--- config.mk ---
export PLATFORM = sky130hd
export DESIGN_NAME = store_row
export DESIGN_NICKNAME = d
export VERILOG_FILES = /design/src/rtl/store_row.sv
export SDC_FILE = /design/constraint.sdc
export NUM_CORES = 2
export LEC_CHECK = 0
export CAP_MARGIN = 20
export CORE_AREA = 3 3 410 412
export DETAILED_ROUTE_END_ITERATION = 6
export DIE_AREA = 0 0 413 415
export MAX_ROUTING_LAYER = met4
export PLACE_DENSITY = 0.57
export SKIP_CTS_REPAIR_TIMING = 1
export SLEW_MARGIN = 25
export SYNTH_ARGS = -nofsm -noshare
export SYNTH_HDL_FRONTEND = slang
export SYNTH_SLANG_ARGS = --single-unit
export TNS_END_PERCENT = 30
--- constraint.sdc ---
create_clock -name clk -period 4.72 [get_ports clk]
set_input_delay 0.944 -clock clk [delete_from_list [all_inputs] [get_ports clk]]
set_output_delay 0.944 -clock clk [all_outputs]
set_load 0.01 [all_outputs]
--- src/rtl/store_row.sv ---
// store_row: streams one convolved row into the output BRAM, one byte per cycle.
// Optional feature macro STORE_CHECKSUM_EN adds a 16-bit running byte sum (row_checksum).
module store_row #(
    parameter int IMAGE_WIDTH  = 128,
    parameter int IMAGE_HEIGHT = 128,
    parameter int FILTER_SIZE  = 3,
    localparam int OUT_W  = IMAGE_WIDTH - FILTER_SIZE + 1,
    localparam int OUT_H  = IMAGE_HEIGHT - FILTER_SIZE + 1,
    localparam int ADDR_W = $clog2(OUT_W * OUT_H)
) (
    input  logic                 clk,
    input  logic                 rst,
    input  logic                 store_en,
    input  logic [15:0]          row_count,
    input  logic [OUT_W*8-1:0]   result_row_flat,
    output logic                 bram_en_a,
    output logic                 bram_we_a,
    output logic [ADDR_W-1:0]    bram_addr_a,
    output logic [7:0]           bram_data_a,
    output logic                 stored,
    output logic                 row_err
`ifdef STORE_CHECKSUM_EN
    ,
    output logic [15:0]          row_checksum
`endif
);

    localparam int CNT_W = $clog2(OUT_W + 1);

    typedef enum logic [1:0] {IDLE, WRITE, DONE} state_t;

    state_t               state, state_nxt;
    logic [CNT_W-1:0]     cnt, cnt_nxt;
    logic [15:0]          snap_row, snap_row_nxt;
    logic [OUT_W*8-1:0]   snap_pix, snap_pix_nxt;
    logic                 en_nxt, we_nxt, stored_nxt, err_nxt;
    logic [ADDR_W-1:0]    addr_nxt;
    logic [7:0]           data_nxt;
`ifdef STORE_CHECKSUM_EN
    logic [15:0]          sum_nxt;
`endif

    // Pixel 0 is emitted straight from the live inputs on the sampling edge so the
    // first write lands in the very next cycle; later pixels come from the snapshot.
    always_comb begin
        state_nxt    = state;
        cnt_nxt      = cnt;
        snap_row_nxt = snap_row;
        snap_pix_nxt = snap_pix;
        en_nxt       = 1'b0;
        we_nxt       = 1'b0;
        addr_nxt     = bram_addr_a;
        data_nxt     = bram_data_a;
        stored_nxt   = stored;
        err_nxt      = row_err;
`ifdef STORE_CHECKSUM_EN
        sum_nxt      = row_checksum;
`endif
        case (state)
            IDLE: begin
                if (store_en) begin
                    snap_row_nxt = row_count;
                    snap_pix_nxt = result_row_flat;
                    stored_nxt   = 1'b0;
                    err_nxt      = 1'b0;
                    cnt_nxt      = '0;
                    if (32'(row_count) >= 32'(OUT_H)) begin
                        state_nxt  = DONE;
                        stored_nxt = 1'b1;
                        err_nxt    = 1'b1;
`ifdef STORE_CHECKSUM_EN
                        sum_nxt    = 16'd0;
`endif
                    end else begin
                        state_nxt = WRITE;
                        en_nxt    = 1'b1;
                        we_nxt    = 1'b1;
                        addr_nxt  = ADDR_W'(32'(row_count) * 32'(OUT_W));
                        data_nxt  = result_row_flat[7:0];
                        cnt_nxt   = CNT_W'(1);
`ifdef STORE_CHECKSUM_EN
                        sum_nxt   = {8'd0, result_row_flat[7:0]};
`endif
                    end
                end
            end
            WRITE: begin
                if (cnt == CNT_W'(OUT_W)) begin
                    state_nxt  = DONE;
                    stored_nxt = 1'b1;
                end else begin
                    en_nxt   = 1'b1;
                    we_nxt   = 1'b1;
                    addr_nxt = ADDR_W'(32'(snap_row) * 32'(OUT_W) + 32'(cnt));
                    data_nxt = snap_pix[32'(cnt)*8 +: 8];
                    cnt_nxt  = cnt + CNT_W'(1);
`ifdef STORE_CHECKSUM_EN
                    sum_nxt  = row_checksum + {8'd0, snap_pix[32'(cnt)*8 +: 8]};
`endif
                end
            end
            DONE: begin
                if (!store_en) begin
                    state_nxt  = IDLE;
                    stored_nxt = 1'b0;
                    err_nxt    = 1'b0;
                end
            end
            default: state_nxt = IDLE;
        endcase
    end

    always_ff @(posedge clk or negedge rst) begin
        if (!rst) begin
            state       <= IDLE;
            cnt         <= '0;
            snap_row    <= '0;
            snap_pix    <= '0;
            bram_en_a   <= 1'b0;
            bram_we_a   <= 1'b0;
            bram_addr_a <= '0;
            bram_data_a <= '0;
            stored      <= 1'b0;
            row_err     <= 1'b0;
`ifdef STORE_CHECKSUM_EN
            row_checksum <= '0;
`endif
        end else begin
            state       <= state_nxt;
            cnt         <= cnt_nxt;
            snap_row    <= snap_row_nxt;
            snap_pix    <= snap_pix_nxt;
            bram_en_a   <= en_nxt;
            bram_we_a   <= we_nxt;
            bram_addr_a <= addr_nxt;
            bram_data_a <= data_nxt;
            stored      <= stored_nxt;
            row_err     <= err_nxt;
`ifdef STORE_CHECKSUM_EN
            row_checksum <= sum_nxt;
`endif
        end
    end

endmodule

==> flow_metrics.env <==
export IMPL_rows=149
export IMPL_hold_viol_final=0
export IMPL_fmax_ghz=0.2201
export IMPL_grtUsageTotal_pct=23.15
export IMPL_cp_slowest_cell="or4b_2"
export IMPL_clkTransAtPathRegs_ns=0.06
export IMPL_clk_insertion_delay_late_ns=0.73
export IMPL_cap_violations=0
export IMPL_ys_flop_type="dfrtp_1"
export IMPL_setup_viol=0
export IMPL_num_vias=33430
export IMPL_gp_congestion=0.8625
export IMPL_final_layout_size_suffix_gt1_share_pct=35.03
export IMPL_dr_pass1_iters=5
export IMPL_grt_pass1_vias=35860
export IMPL_drc=0
export IMPL_clockBufferDepth=3
export IMPL_synth_top_cell_area_share_pct=52.58
export IMPL_fin_skew_ns=0.02063
export IMPL_grt_pass1_wl_um=273300
export IMPL_cp_required_ns=5.39
export IMPL_numClockSinks=1055
export IMPL_core_area_sq_um=164800
export IMPL_numCtsBuffers=130
export IMPL_drt_initial_drc_count=2018
export IMPL_dp_cells=6453
export IMPL_avgRoutedWirePerCell_um=28.89
export IMPL_ys_ff_latch=1055
export IMPL_synth_common_cells="1055 x dfrtp_1, 1025 x mux2_2, 192 x mux4_2, 161 x mux2i_1, 145 x clkbuf_1"
export IMPL_stdcell_count=6760
export IMPL_p_clk_share_pct=21.6
export IMPL_placed_area_sq_um=63800
export IMPL_fin_area_sq_um=68240
export IMPL_yosysSeqAreaShare_pct=52.58
export IMPL_area_growth_pct=35.90
export IMPL_start_util_pct=30.47
export IMPL_routed_wl_um=195300
export IMPL_synth_edf_count=0
export IMPL_synth_area_top_cells="dfrtp_1 53%, mux2_2 23%, mux4_2 8.6%"
export IMPL_port_buffers=1052
export IMPL_cp_max_fo=5
export IMPL_holdWs_ns=0.3200
export IMPL_syn_instance_count=3304
export IMPL_outcome="finished, final reports clean"
export IMPL_slew_viol_final=0
export IMPL_cp_slowest_stage_delay_ns=0.68
export IMPL_htreeDepth=4
export IMPL_vdd_ir_drop_max_mv=1.052
export IMPL_p_int_mw=30.24
export IMPL_worstSetupEndpointType="flip-flop"
export IMPL_yosysWarnings=0
export IMPL_die_area_sq_um=171400
export IMPL_async_flop_share_pct=100.0
export IMPL_rsz0062_at_grt="no"
export IMPL_min_period_ns=4.543
export IMPL_p_comb_share_pct=43.3
export IMPL_cts_tree="done"
export IMPL_min_path_type="in2async"
export IMPL_crit_arrival_ns=5.22
export IMPL_grt_max_degree=109
export IMPL_crit_type="reg2reg"
export IMPL_dp_hpwl_um=150600
export IMPL_power_density_nw_per_um2=679.3
export IMPL_die_w_um=413
export IMPL_antenna_found_initial=93
export IMPL_nets=5522
export IMPL_switching_share_pct=34.76
export IMPL_cp_cell_sequence="inv_1 -> fa_1 -> fa_1 -> inv_1 -> fa_1 -> ha_1 -> xor2_1 -> ha_1 -> nand2_1 -> o21ai_1 -> nand2_1 -> or4b_2 -> a21oi_1 -> o31a_1"
export IMPL_synth_top_area_cell="dfrtp_1"
export IMPL_final_util_pct=41.41
export IMPL_root_buffer="clkbuf_16"
export IMPL_synthDistinctLibCells=65
export IMPL_p_leak_nw=27.11
export IMPL_power_switching_mw=16.11
export IMPL_timing_slew_headroom_pct=25.45
export IMPL_cpMostUsedCell="fa_1"
export IMPL_finalCritPeriodShare_pct=96.25
export IMPL_synth_nets=4430
export IMPL_startpoint_type="flip-flop"
export IMPL_synth_area_sq_um=50210
export IMPL_die_h_um=415
export IMPL_nFillCells=15310
export IMPL_ios=1053
export IMPL_worst_pin_slew_ns=1.107
export IMPL_grt_overflow_total=0
export IMPL_p_seq_share_pct=35.2
export IMPL_synth_most_common_cell="dfrtp_1"
export IMPL_avgSynthCellArea_sq_um=15.20
export IMPL_multi_input_area_sq_um=22290
export IMPL_drtAntennaViolNets=0
export IMPL_vias_per_cell=4.945
export IMPL_regArea_sq_um=26420
[stage by stage]
step	power [mW]	setup slack, ns	setup TNS [ns]
after floorplan	29.68	0.5579	0
after global placement	35.84	-0.2106	-0.6048
after detailed placement	36.26	-0.1331	-0.4344
after CTS	46.53	0.06909	0
after global routing	49.44	0.01375	0
final	46.35	0.1770	0
[power groups by stage]
stage	Sequential [mW]	Combinational, mW	Clock, mW
detailed placement	16.4	19.9	0
CTS	16.3	20.0	10.3
floorplan	15.2	14.4	0
global placement	16.2	19.6	0
finish	16.3	20.1	10.0
global route	16.8	22.0	10.7
[path summary, 6_finish.rpt]
check                               start               to  slack, ns  depth (start not counted)
setup / recovery              snap_row[0]  bram_addr_a[12]       0.18                         14
min in group clk           bram_addr_a[4]   bram_addr_a[4]       0.49                          2
max in group asynchronous             rst           cnt[3]       3.14                          2
setup reg to reg              snap_row[0]  bram_addr_a[12]       0.18                         14
hold reg to reg            bram_addr_a[4]   bram_addr_a[4]       0.49                          2
hold / removal                        rst     snap_pix[22]       0.32                          1
[cell usage in the layout, fill, tap and decap left out, drive strengths merged, types with 4 or more instances in the layout]
cell type      synthesis  routed
dfrtp               1055    1055
clkdlybuf4s50          0    1051
mux2                1025    1025
mux4                 204     204
clkbuf               155     187
mux2i                161     161
buf                   66     133
inv                   81      89
diode                  0      83
o21ai                 73      73
fa                    53      53
nand2                 50      50
nor2                  47      47
ha                    46      46
a21oi                 45      45
o221ai                31      31
xnor2                 26      26
o22ai                 22      22
clkinv                 1      22
a211oi                19      19
xor2                  15      15
nand3                 12      12
nor3                  11      11
a221oi                10      10
o211ai                 9       9
a21o                   8       8
a2111oi                7       7
a31oi                  6       6
bufinv                 0       6
o311ai                 6       6
nand4                  5       5
a311o                  5       5
nor2b                  5       5
o31ai                  4       4
[kinds of logic after synthesis]
kind of cell               count (synthesis)  share of synthesized area (%)
muxes                                   1390                          35.44
DFF                                     1055                          52.58
buffers and inverters                    306                          3.135
AOI/OAI and AO/OA                        267                          3.578
and+or+nand+nor                          146                          1.301
adders and majority gates                 99                          3.259
xor gates and xnor gates                  41                         0.7152
[final cells by class]
type,count,area share (%)
Inverter,82,0.4510
Tap cell,2189,4.013
Clock inverter,37,0.6472
Sequential cell,1055,38.72
Clock buffer,187,5.539
Timing Repair Buffer,1184,17.66
Antenna cell,83,0.3044
Multi-Input combinational cell,1943,32.67
[sequential cells by signal (all words and copies together) (netlist names)]
| signal | count |
|---|---|
| bram_addr_a | 14 |
| bram_data_a | 8 |
| bram_we_a | 1 |
| cnt | 7 |
| row_err | 1 |
| snap_pix | 1008 |
| snap_row | 13 |
| state | 2 |
| stored | 1 |
[per-layer routing]
| layer | vias up | track usage, % | routed length [um] |
|---|---|---|---|
| li1 | 14570 | - | - |
| met1 | 17720 | 28.44 | 80940 |
| met2 | 919 | 38.55 | 98620 |
| met3 | 225 | 5.067 | 10990 |
| met4 | 0 | 5.987 | 4746 |
| met5 | - | - | 0 |
[critical path, delay by kind of cell, from the launching register on]
family / cells / cell delay, ns
AO/OA/AOI/OAI: 3 / 0.59
XOR/XNOR: 1 / 0.17
adder cells (fa/ha/maj): 5 / 2.24
buffers and inverters: 2 / 0.15
flip-flops: 1 / 0.43
AND/OR/NAND/NOR: 3 / 0.90
(Power assumes the default switching activity.)
